$ cat config.mk
export PLATFORM = sky130hd
export DESIGN_NAME = batch_scheduler
export DESIGN_NICKNAME = d
export VERILOG_FILES = /design/src/rtl/sched_pkg.sv /design/src/rtl/sched_rob.sv /design/src/rtl/batch_scheduler.sv
export SDC_FILE = /design/constraint.sdc
export NUM_CORES = 1
export LEC_CHECK = 0
export CAP_MARGIN = 10
export CORE_MARGIN = 2
export CORE_UTILIZATION = 50
export CTS_BUF_LIST = sky130_fd_sc_hd__clkbuf_8
export CTS_CLUSTER_SIZE = 24
export DETAILED_ROUTE_END_ITERATION = 10
export GPL_TIMING_DRIVEN = 0
export PLACE_DENSITY = 0.67
export SLEW_MARGIN = 15
export SYNTH_ARGS = -nofsm -noshare
export SYNTH_HDL_FRONTEND = slang
export SYNTH_HIERARCHICAL = 1
export SYNTH_SLANG_ARGS = --single-unit
$ cat constraint.sdc
create_clock -name clk -period 8.4 [get_ports clk]
set_clock_uncertainty 0.15 [all_clocks]
set_input_delay 1.68 -clock clk [delete_from_list [all_inputs] [get_ports clk]]
set_output_delay 1.68 -clock clk [all_outputs]
set_load 0.05 [all_outputs]
$ cat src/rtl/sched_pkg.sv
// Shared helpers for batch_scheduler: derived widths, packet field layout, mesh indexing.
package sched_pkg;

    // Width of an index/coordinate field, never narrower than one bit.
    function automatic int unsigned clog2w(input int unsigned n);
        if (n <= 1) return 1;
        return $clog2(n);
    endfunction

    // Linear PE index used by the enable mask: y*X+x.
    function automatic int unsigned xy_idx(input int unsigned x, input int unsigned y,
                                           input int unsigned nx);
        return y * nx + x;
    endfunction

    // Packet layout {payload, seq, y, x}, x in the LSBs.
    function automatic int unsigned off_x();
        return 0;
    endfunction

    function automatic int unsigned off_y(input int unsigned xw);
        return xw;
    endfunction

    function automatic int unsigned off_seq(input int unsigned xw, input int unsigned yw);
        return xw + yw;
    endfunction

    function automatic int unsigned off_data(input int unsigned xw, input int unsigned yw,
                                             input int unsigned pw);
        return xw + yw + pw;
    endfunction

    function automatic int unsigned total_w(input int unsigned dw, input int unsigned pw,
                                            input int unsigned yw, input int unsigned xw);
        return dw + pw + yw + xw;
    endfunction

endpackage

$ cat src/rtl/sched_rob.sv
// Reorder buffer: returned payloads land by sequence number and leave to the host in issue order.
module sched_rob
    import sched_pkg::*;
#(
    parameter int unsigned DATA_W = 32,
    parameter int unsigned PCK_W  = 5
) (
    input  logic              clk,
    input  logic              rstn,
    input  logic              i_wr_en,
    input  logic [PCK_W-1:0]  i_wr_seq,
    input  logic [DATA_W-1:0] i_wr_data,
    output logic              o_valid_pci,
    output logic [DATA_W-1:0] o_data_pci,
    input  logic              i_ready_pci
);

    localparam int unsigned DEPTH = 1 << PCK_W;

    logic [DATA_W-1:0] r_mem [DEPTH];
    logic [DEPTH-1:0]  r_vbits;
    logic [PCK_W-1:0]  r_rd_seq;
    logic              r_valid;
    logic [DATA_W-1:0] r_data;
    logic              w_pop;

    assign w_pop       = r_vbits[r_rd_seq] & (!r_valid | i_ready_pci);
    assign o_valid_pci = r_valid;
    assign o_data_pci  = r_data;

    // Payload storage; contents are qualified by r_vbits so no reset is needed.
    always_ff @(posedge clk) begin
        if (i_wr_en) begin
            r_mem[i_wr_seq] <= i_wr_data;
        end
    end

    // Valid bits, head pointer and host egress register; a pop clear overrides a same-slot set.
    always_ff @(posedge clk) begin
        if (!rstn) begin
            r_vbits  <= '0;
            r_rd_seq <= '0;
            r_valid  <= 1'b0;
            r_data   <= '0;
        end else begin
            if (i_wr_en) begin
                r_vbits[i_wr_seq] <= 1'b1;
            end
            if (w_pop) begin
                r_vbits[r_rd_seq] <= 1'b0;
                r_data            <= r_mem[r_rd_seq];
                r_valid           <= 1'b1;
                r_rd_seq          <= r_rd_seq + PCK_W'(1);
            end else if (i_ready_pci) begin
                r_valid <= 1'b0;
            end
        end
    end

endmodule

$ cat src/rtl/batch_scheduler.sv
// Host-to-NoC batch scheduler: sequence stamping, round-robin batched destinations,
// credit cap and in-order result return. Optional statistics counters under SCHED_STATS_EN.
module batch_scheduler
    import sched_pkg::*;
#(
    parameter int unsigned X            = 2,
    parameter int unsigned Y            = 2,
    parameter int unsigned DATA_W       = 32,
    parameter int unsigned PCK_W        = 5,
    parameter int unsigned BATCH        = 8,
    parameter int unsigned HOME_X       = 0,
    parameter int unsigned HOME_Y       = 0,
    parameter int unsigned MAX_INFLIGHT = 16 * (X * Y - 1)
) (
    input  logic                                                clk,
    input  logic                                                rstn,
    input  logic                                                i_valid_pci,
    input  logic [DATA_W-1:0]                                   i_data_pci,
    output logic                                                o_ready_pci,
    output logic                                                o_valid_pci,
    output logic [DATA_W-1:0]                                   o_data_pci,
    input  logic                                                i_ready_pci,
    output logic                                                o_valid,
    output logic [total_w(DATA_W, PCK_W, clog2w(Y), clog2w(X))-1:0] o_data,
    input  logic                                                i_ready,
    input  logic                                                i_valid_pe,
    input  logic [total_w(DATA_W, PCK_W, clog2w(Y), clog2w(X))-1:0] i_data_pe,
    output logic                                                o_ready_pe,
    input  logic [X*Y-1:0]                                      i_pe_en
`ifdef SCHED_STATS_EN
    ,
    output logic [31:0]                                         o_issued_cnt,
    output logic [31:0]                                         o_returned_cnt,
    output logic [31:0]                                         o_stall_cnt
`endif
);

    localparam int unsigned N        = X * Y;
    localparam int unsigned X_W      = clog2w(X);
    localparam int unsigned Y_W      = clog2w(Y);
    localparam int unsigned IDX_W    = clog2w(N);
    localparam int unsigned TOTAL_W  = total_w(DATA_W, PCK_W, Y_W, X_W);
    localparam int unsigned OFF_SEQ  = off_seq(X_W, Y_W);
    localparam int unsigned OFF_DATA = off_data(X_W, Y_W, PCK_W);
    localparam int unsigned DEPTH    = 1 << PCK_W;
    localparam int unsigned LIMIT    = (MAX_INFLIGHT < DEPTH) ? MAX_INFLIGHT : DEPTH;
    localparam int unsigned CNT_W    = $clog2(LIMIT + 1);
    localparam int unsigned BC_W     = clog2w(BATCH);
    localparam int unsigned SRCH_W   = 1 + Y_W + X_W;

    logic               r_valid;
    logic [TOTAL_W-1:0] r_data;
    logic [PCK_W-1:0]   r_wr_seq;
    logic [BC_W-1:0]    r_batch_cnt;
    logic [CNT_W-1:0]   r_count;
    logic [X_W-1:0]     r_dest_x;
    logic [Y_W-1:0]     r_dest_y;
    logic               r_dest_ok;

    logic [SRCH_W-1:0]  w_first;
    logic [SRCH_W-1:0]  w_next;
    logic               w_accept;
    logic               w_egress_hs;
    logic               w_batch_end;
    logic               w_ret_en;
    logic [TOTAL_W-1:0] w_pkt;
    logic               w_unused_coord;

    // Walk the y-major order starting after (sx,sy); return {hit, y, x} of the first usable PE.
    function automatic logic [SRCH_W-1:0] find_dest(input logic [N-1:0] en,
                                                    input int unsigned sx,
                                                    input int unsigned sy);
        int unsigned       cx;
        int unsigned       cy;
        logic              hit;
        logic [SRCH_W-1:0] res;
        cx  = sx;
        cy  = sy;
        hit = 1'b0;
        res = '0;
        for (int unsigned k = 0; k < N; k++) begin
            if (cy == Y - 1) begin
                cy = 0;
                cx = (cx == X - 1) ? 32'd0 : cx + 32'd1;
            end else begin
                cy = cy + 32'd1;
            end
            if (!hit && en[IDX_W'(xy_idx(cx, cy, X))] && !(cx == HOME_X && cy == HOME_Y)) begin
                hit = 1'b1;
                res = {1'b1, Y_W'(cy), X_W'(cx)};
            end
        end
        return res;
    endfunction

    // Starting from the last position makes (0,0) the first candidate examined.
    assign w_first = find_dest(i_pe_en, X - 1, Y - 1);
    assign w_next  = find_dest(i_pe_en, 32'(r_dest_x), 32'(r_dest_y));

    assign o_ready_pci = rstn & (!r_valid | i_ready) & (r_count < CNT_W'(LIMIT)) & r_dest_ok;
    assign o_ready_pe  = rstn;
    assign o_valid     = r_valid;
    assign o_data      = r_data;
    assign w_accept    = i_valid_pci & o_ready_pci;
    assign w_egress_hs = o_valid_pci & i_ready_pci;
    assign w_batch_end = (r_batch_cnt == BC_W'(BATCH - 1));
    assign w_ret_en    = i_valid_pe & rstn;
    assign w_pkt       = {i_data_pci, r_wr_seq, r_dest_y, r_dest_x};

    // Coordinates of returning packets are not needed for reordering.
    assign w_unused_coord = ^i_data_pe[OFF_SEQ-1:0];

    // Issue register, sequence/batch tracking, destination advance and credit count.
    always_ff @(posedge clk) begin
        if (!rstn) begin
            r_valid     <= 1'b0;
            r_data      <= '0;
            r_wr_seq    <= '0;
            r_batch_cnt <= '0;
            r_count     <= '0;
            r_dest_ok   <= w_first[SRCH_W-1];
            r_dest_y    <= w_first[X_W+:Y_W];
            r_dest_x    <= w_first[X_W-1:0];
        end else begin
            if (w_accept) begin
                r_valid  <= 1'b1;
                r_data   <= w_pkt;
                r_wr_seq <= r_wr_seq + PCK_W'(1);
                if (w_batch_end) begin
                    r_batch_cnt <= '0;
                    r_dest_ok   <= w_next[SRCH_W-1];
                    r_dest_y    <= w_next[X_W+:Y_W];
                    r_dest_x    <= w_next[X_W-1:0];
                end else begin
                    r_batch_cnt <= r_batch_cnt + BC_W'(1);
                end
            end else if (i_ready) begin
                r_valid <= 1'b0;
            end
            // With no destination the scheduler idles at a boundary and keeps re-sampling the mask.
            if (!r_dest_ok) begin
                r_dest_ok <= w_first[SRCH_W-1];
                r_dest_y  <= w_first[X_W+:Y_W];
                r_dest_x  <= w_first[X_W-1:0];
            end
            case ({w_accept, w_egress_hs})
                2'b10:   r_count <= r_count + CNT_W'(1);
                2'b01:   r_count <= r_count - CNT_W'(1);
                default: r_count <= r_count;
            endcase
        end
    end

    sched_rob #(
        .DATA_W (DATA_W),
        .PCK_W  (PCK_W)
    ) u_rob (
        .clk         (clk),
        .rstn        (rstn),
        .i_wr_en     (w_ret_en),
        .i_wr_seq    (i_data_pe[OFF_SEQ+:PCK_W]),
        .i_wr_data   (i_data_pe[OFF_DATA+:DATA_W]),
        .o_valid_pci (o_valid_pci),
        .o_data_pci  (o_data_pci),
        .i_ready_pci (i_ready_pci)
    );

`ifdef SCHED_STATS_EN
    logic [31:0] r_issued_cnt;
    logic [31:0] r_returned_cnt;
    logic [31:0] r_stall_cnt;

    assign o_issued_cnt   = r_issued_cnt;
    assign o_returned_cnt = r_returned_cnt;
    assign o_stall_cnt    = r_stall_cnt;

    // Saturating activity counters.
    always_ff @(posedge clk) begin
        if (!rstn) begin
            r_issued_cnt   <= '0;
            r_returned_cnt <= '0;
            r_stall_cnt    <= '0;
        end else begin
            if (w_accept && r_issued_cnt != '1) begin
                r_issued_cnt <= r_issued_cnt + 32'd1;
            end
            if (w_ret_en && r_returned_cnt != '1) begin
                r_returned_cnt <= r_returned_cnt + 32'd1;
            end
            if (i_valid_pci && !o_ready_pci && r_stall_cnt != '1) begin
                r_stall_cnt <= r_stall_cnt + 32'd1;
            end
        end
    end
`endif

endmodule

* Yosys cells after proc, flatten, opt, wreduce, memory -nomap -nowiden *
Memory sizes are Yosys's and may differ from the RTL's. A register that Yosys moved wholly into a read port is not among the register bits.
Index checks and enable logic that the tools add are counted.

word-level totals
  flip-flop bits (word level) = 95
  RAM bits = 1024
  input port bits = 81
  word-level logic and storage cells = 161
  memories = 1

memory list
  name         words  width  rd ports  clocked after Yosys merged registers in  wr ports  line             source
  u_rob.r_mem  32     32     1         1                                        1         sched_rob.sv:20  logic [DATA_W-1:0] r_mem [DEPTH];

operators by class
  add/sub/neg operators = 17
  $lt $le $gt $ge = 9
  equal/unequal tests = 11
  multiplexer cells = 61
  bitwise operators = 12
  reductions and logical operators = 39

operators with widths
  operator                                                                      count
  32-bit 2-to-1 mux                                                             12
  32-bit zero test                                                              8
  32-bit by 1-bit adder with 32-bit output, second input constant               4
  32-bit by 1-bit equality test with 1-bit output, second input constant        4
  32-bit AND                                                                    1
  32-bit NOT                                                                    1
  32-bit bitwise OR                                                             1
  1-bit 2-to-1 mux                                                              30
  3-bit 2-to-1 mux                                                              8
  1-bit logical AND                                                             15
  1-bit zero test                                                               12
  2-bit by 3-bit less-than comparator with 1-bit output, second input constant  4
  5-bit by 6-bit less-than comparator with 1-bit output, second input constant  2
  6-bit case mux with 2 select lines                                            1
  5-bit by 1-bit adder with 5-bit output, second input constant                 2
  1-bit demux with 5-bit select                                                 2
  5-bit by 1-bit >= comparator with 1-bit output, second input constant         2
  2-bit adder                                                                   4
  1-bit binary-select mux with 2-bit select                                     4
  1-bit AND                                                                     7
  2-bit by 1-bit adder with 3-bit output, second input constant                 2
  6-bit by 1-bit adder with 6-bit output, second input constant                 1
  2-bit by 1-bit equality test with 1-bit output, second input constant         3
  6-bit less-than comparator, second input constant                             1
  11 further kinds                                                              18

* Depth between registers and ports, before layout *
  depth in word-level cells = 24
  mapped depth = 12

* Hierarchy *
The synthesis kept the hierarchy.

by module, submodules not included
  module           instances  cells each  area an instance (um^2)  sequential area each (um^2)
  sched_rob        1          2373        41985.3                  32150.8
  batch_scheduler  1          313         2722.6                   1161.1

* Least setup slack after synthesis *
No wires, ideal clock.

  kind = input -> register
  start point = in rstn
  end point = reg u_rob.r_vbits[12]
  setup time = 0.077 ns
  data arrival time = 4.695 ns
  data required time = 8.173 ns
  slack = 3.478 ns
  stages on the path = 8
  buffers on the path = 3
  path through = clkbuf_1 -> clkbuf_1 -> and2_1 -> or3b_2 -> clkbuf_1 -> nor2_1 -> o21ai_0 -> a31oi_1

between the ends
  longest elaborated chain between the ends = 5

ends and longest elaborated chain
  item                             line                    source
  from (decl)                      batch_scheduler.sv:16   input logic rstn,
  1-bit AND (*)                    batch_scheduler.sv:107  assign w_ret_en = i_valid_pe & rstn;
  named net w_ret_en               batch_scheduler.sv:65   logic w_ret_en;
  32-bit 2-to-1 mux (*)            sched_rob.sv:46         if (i_wr_en) begin
  32-bit 2-to-1 mux (*)            sched_rob.sv:40         if (!rstn) begin
  32-bit AND (no source line)      -
  32-bit 2-to-1 mux (*)            sched_rob.sv:49         if (w_pop) begin
  to (signal assigned)             sched_rob.sv:41         r_vbits <= '0;
  to (signal, indexed assignment)  sched_rob.sv:47         r_vbits[i_wr_seq] <= 1'b1;
  to (signal, indexed assignment)  sched_rob.sv:50         r_vbits[r_rd_seq] <= 1'b0;
  to (decl)                        sched_rob.sv:21         logic [DEPTH-1:0] r_vbits;

The timed path passes the listed nets; every way through them passes the cells marked *. The select of a mux whose other input is x is not followed.
A chain may end at the register's enable or synchronous reset.

* Worst setup path in the final report *
  start point = in rstn
  end point = out o_ready_pci

between the ends
  longest elaborated chain between the ends = 3

ends and longest elaborated chain
  item                     line                    source
  1-bit AND (3 in series)  batch_scheduler.sv:100  assign o_ready_pci = rstn & (!r_valid | i_ready) & (r_count < CNT_W'(LIMIT)) & r_dest_ok;
  to (decl)                batch_scheduler.sv:19   output logic o_ready_pci,

Every way passes these cells.

==> metrics.csv <==
stage,metric,value,unit
worst_hold_path,whs_path_depth,2,
logic_synthesis,yosysSeqAreaShare,74.5,%
final_layout,post_layout_nonfiller_instances,4402,
logic_synthesis,async_flop_share,0,%
worst_hold_path,hold_end,u_rob/o_data_pci[0],
global_routing,top_usage_layer,met2,
setup_path,timing.critical_path.required,6.57,ns
power,irDropWorstVdd,0.164,mV
timing,hold_viol,0,
logic_synthesis,postSynthCellCount,2686,
run_status,status,finished clean,
drt,routed_wl,146,mm
logic_synthesis,combined_area_of_all_synthesized_cells,44700,µm²
place,dp.cells,4069,
timing,fin_crit,6.23,ns
drt,antenna_violating_nets_left,0,
setup_path,critPathArrivalTime,4.40,ns
global_routing,grt_util_met3,7.58,%
setup_path,timing.critical_path.fanout_max,14,
logic_synthesis,synth_top_flop_cell,sky130_fd_sc_hd__edfxtp_1,
setup_path,crit-reg2reg-launch,u_rob/r_rd_seq[1],
setup_path,setup.reg_to_reg.worst_slack,4.39,ns
place,dp_hpwl,93.2,mm
timing,setup_viol_count_final,0,
drt,wl_per_cell,33.1,µm
logic_synthesis,synth_area_per_cell,16.6,µm²
global_routing,use_met2,49.4,%
global_routing,grt_pass1_vias,27200,
timing,maxClockFrequency,160,MHz
logic_synthesis,main_area_contributors_after_synthesis,"sky130_fd_sc_hd__edfxtp_1 69%, sky130_fd_sc_hd__mux2i_1 13%, sky130_fd_sc_hd__dfxtp_1 5.6%",
place,gp_congestion,0.903,
clock_network,ctsHoldBuffers,0,
global_routing,grt_first_pass_wirelength,200,mm
final_layout,design.final.nets,3185,
global_routing,initial_antenna_violation_count,5,
drt,vias,28300,
floorplan,floorplan.die.width,303,µm
floorplan,std_cell_rows,109,
clock_network,clock_insertion_delay_worst_skew,0.87,ns
global_routing,grt_util_met1,42.7,%
setup_path,timing.setup.critical_path_class,input pin to output pin,
drt,firstDrtPassIters,6,
logic_synthesis,synth.top_cell.area_share,68.9,%
power,power_leakage,16.8,nW
drt,post_drt_via_cell_ratio,6.42,
logic_synthesis,yosys.cell_count.top_type,sky130_fd_sc_hd__edfxtp_1,
drt,drt_first_iter_violations,4240,
setup_path,worst_setup_path_end_kind,output pin,
logic_synthesis,synth.largest_area_cell,sky130_fd_sc_hd__edfxtp_1,
clock_network,htree_num_levels,4,
clock_network,cts_num_sinks,1151,
worst_hold_path,hold_start,u_rob/o_data_pci[0],
drt,post-route-drc-count,0,
power,power.density_cell_area,211,nW/µm²
clock_network,clk_root_buffer_cell,sky130_fd_sc_hd__clkbuf_8,
timing,worst_slew_pin_slew,1.43,ns
logic_synthesis,synth_edf_count,1026,
timing,timing.slew.headroom,4.99,%
timing,share_of_the_cycle_needed_by_the_critical_path_after_routing,74.2,%
clock_network,cts-buffers-inserted,180,
floorplan,die-area,91800,µm²
setup_path,r2r-end,u_rob/o_data_pci[3],
floorplan,core-area,88500,µm²
setup_path,ff2ff_path_depth,8,
clock_network,post_cts.resized_instances,0,
logic_synthesis,synth.cells.most_frequent,"1026 x sky130_fd_sc_hd__edfxtp_1, 568 x sky130_fd_sc_hd__mux2i_1, 272 x sky130_fd_sc_hd__o22ai_1",
final_layout,design_area,53000,µm²
place,placed_cell_area,49500,µm²
final_layout,drive_above_1_share,13.8,%
floorplan,initial_core_util,50.5,%
flow_run,maxCapViolations,0,
floorplan,design.portCount,156,
logic_synthesis,ys_warn_count,6,
final_layout,syn_to_final_growth,18.5,%
floorplan,y_dimension_of_the_die,303,µm
clock_network,cts_setup_buffers,0,
timing,fin_setup_tns,0,ns
timing,rsz_0062_raised_after_global_routing,no,
global_routing,grt_overflow,0,
timing,timing_max_transition_violations_final,0,
worst_hold_path,worstHoldPathType,flop to flop,
logic_synthesis,ys_seq_elements,1151,
logic_synthesis,synthDistinctLibCells,58,
clock_network,cts_tree,done,
setup_path,start_kind,input pin,
global_routing,grt_usage,31.7,%
global_routing,grt_start_max_net_pins,33,
place,numPortBuffers,153,
clock_network,cts_max_path_buffers,3,
logic_synthesis,synth_fp_nets,2784,
clock_network,clkSlewWorstSetupHoldPaths,0.06,ns
power,total_power,11.2,mW
-- report_power, final --
| part | internal (mW) | switching (mW) | total (mW) |
|---|---|---|---|
| Sequential | 6.28 | 0.0183 | 6.30 |
| Combinational | 0.105 | 0.222 | 0.326 |
| Clock | 2.31 | 2.23 | 4.54 |
| Total | 8.69 | 2.47 | 11.2 |
-- worst max-delay path: stages --
cell                              delay [ns]
sky130_fd_sc_hd__clkdlybuf4s50_1        1.21
sky130_fd_sc_hd__nand2_1                0.36
sky130_fd_sc_hd__nor3_1                 0.27
sky130_fd_sc_hd__clkdlybuf4s50_1        0.86
-- cell families after synthesis --
family                     after synthesis  share of synthesized area (%)
DFF                                   1151                           74.5
xor gates and xnor gates                 7                          0.137
and+or+nand+nor                        320                           3.94
AOI/OAI and AO/OA                      443                           6.16
adders and majority gates               17                          0.493
muxes                                  571                           12.9
buffers and inverters                  177                           1.88
-- through the flow --
| step | setup WS [ns] | hold slack [ns] | utilization [%] |
|---|---|---|---|
| 2_1_floorplan | 3.48 | 0.297 | - |
| 3_3_place_gp | -1.25 | 0.298 | 53.9 |
| 3_5_place_dp | 1.91 | 0.302 | 55.9 |
| 4_1_cts | 2.17 | 0.316 | 59.8 |
| 5_1_grt | 2.10 | 0.326 | 59.9 |
| 6_report | 2.17 | 0.312 | 59.9 |
-- routing by layer --
metal	routed length (µm)	part of all wire, %
met1	54000	37
met2	67200	46
met5	0	0
met3	18200	12
met4	6460	4.4
-- area by class of cell --
cell class	instances	area [µm²]
repair buffers	219	3090
plain buffers	167	821
diodes	4	10.0
inverters	10	37.5
flip-flops and latches	1151	33300
multi-input cells	1358	10800
well taps	1165	1460
fillers	6498	35500
clock buffers	193	2660
clock inverters	135	815
-- how the worst max path moves through the flow --
stage	startpoint	end	slack, ns	cells after the start
floorplan	rstn	u_rob/r_vbits[12]	3.48	8
global placement	rstn	u_rob/r_vbits[8]	-1.25	9
detailed placement	rstn	u_rob/r_mem[28][9]	1.91	8
CTS	rstn	o_ready_pci	2.17	4
global route	rstn	o_ready_pci	2.10	4
finish	rstn	o_ready_pci	2.17	4
-- flip-flops by register name, summed over array words and instances, names as in the netlist, named ones only --
register and count:
r_dest_x 1, o_data 39, o_valid 1, r_wr_seq 5, u_rob/o_data_pci 32, u_rob/r_rd_seq 5, u_rob/o_valid_pci 1, r_count 6
r_dest_ok 1, r_batch_cnt 3, u_rob/r_mem 1024, u_rob/r_vbits 32
-- cell usage in the layout, fill, tap and decap left out, types with 43 or more instances in the layout --
cell type,n
sky130_fd_sc_hd__edfxtp_1,1026
sky130_fd_sc_hd__mux2i_1,568
sky130_fd_sc_hd__o22ai_1,272
sky130_fd_sc_hd__clkbuf_8,193
sky130_fd_sc_hd__clkdlybuf4s50_1,151
sky130_fd_sc_hd__nand2_1,137
sky130_fd_sc_hd__dfxtp_1,125
sky130_fd_sc_hd__buf_2,77
sky130_fd_sc_hd__inv_1,68
sky130_fd_sc_hd__o21ai_0,68
sky130_fd_sc_hd__or4_1,64
sky130_fd_sc_hd__clkbuf_1,61
sky130_fd_sc_hd__a21boi_0,43
Note: power is estimated with default switching activity, not from simulation.
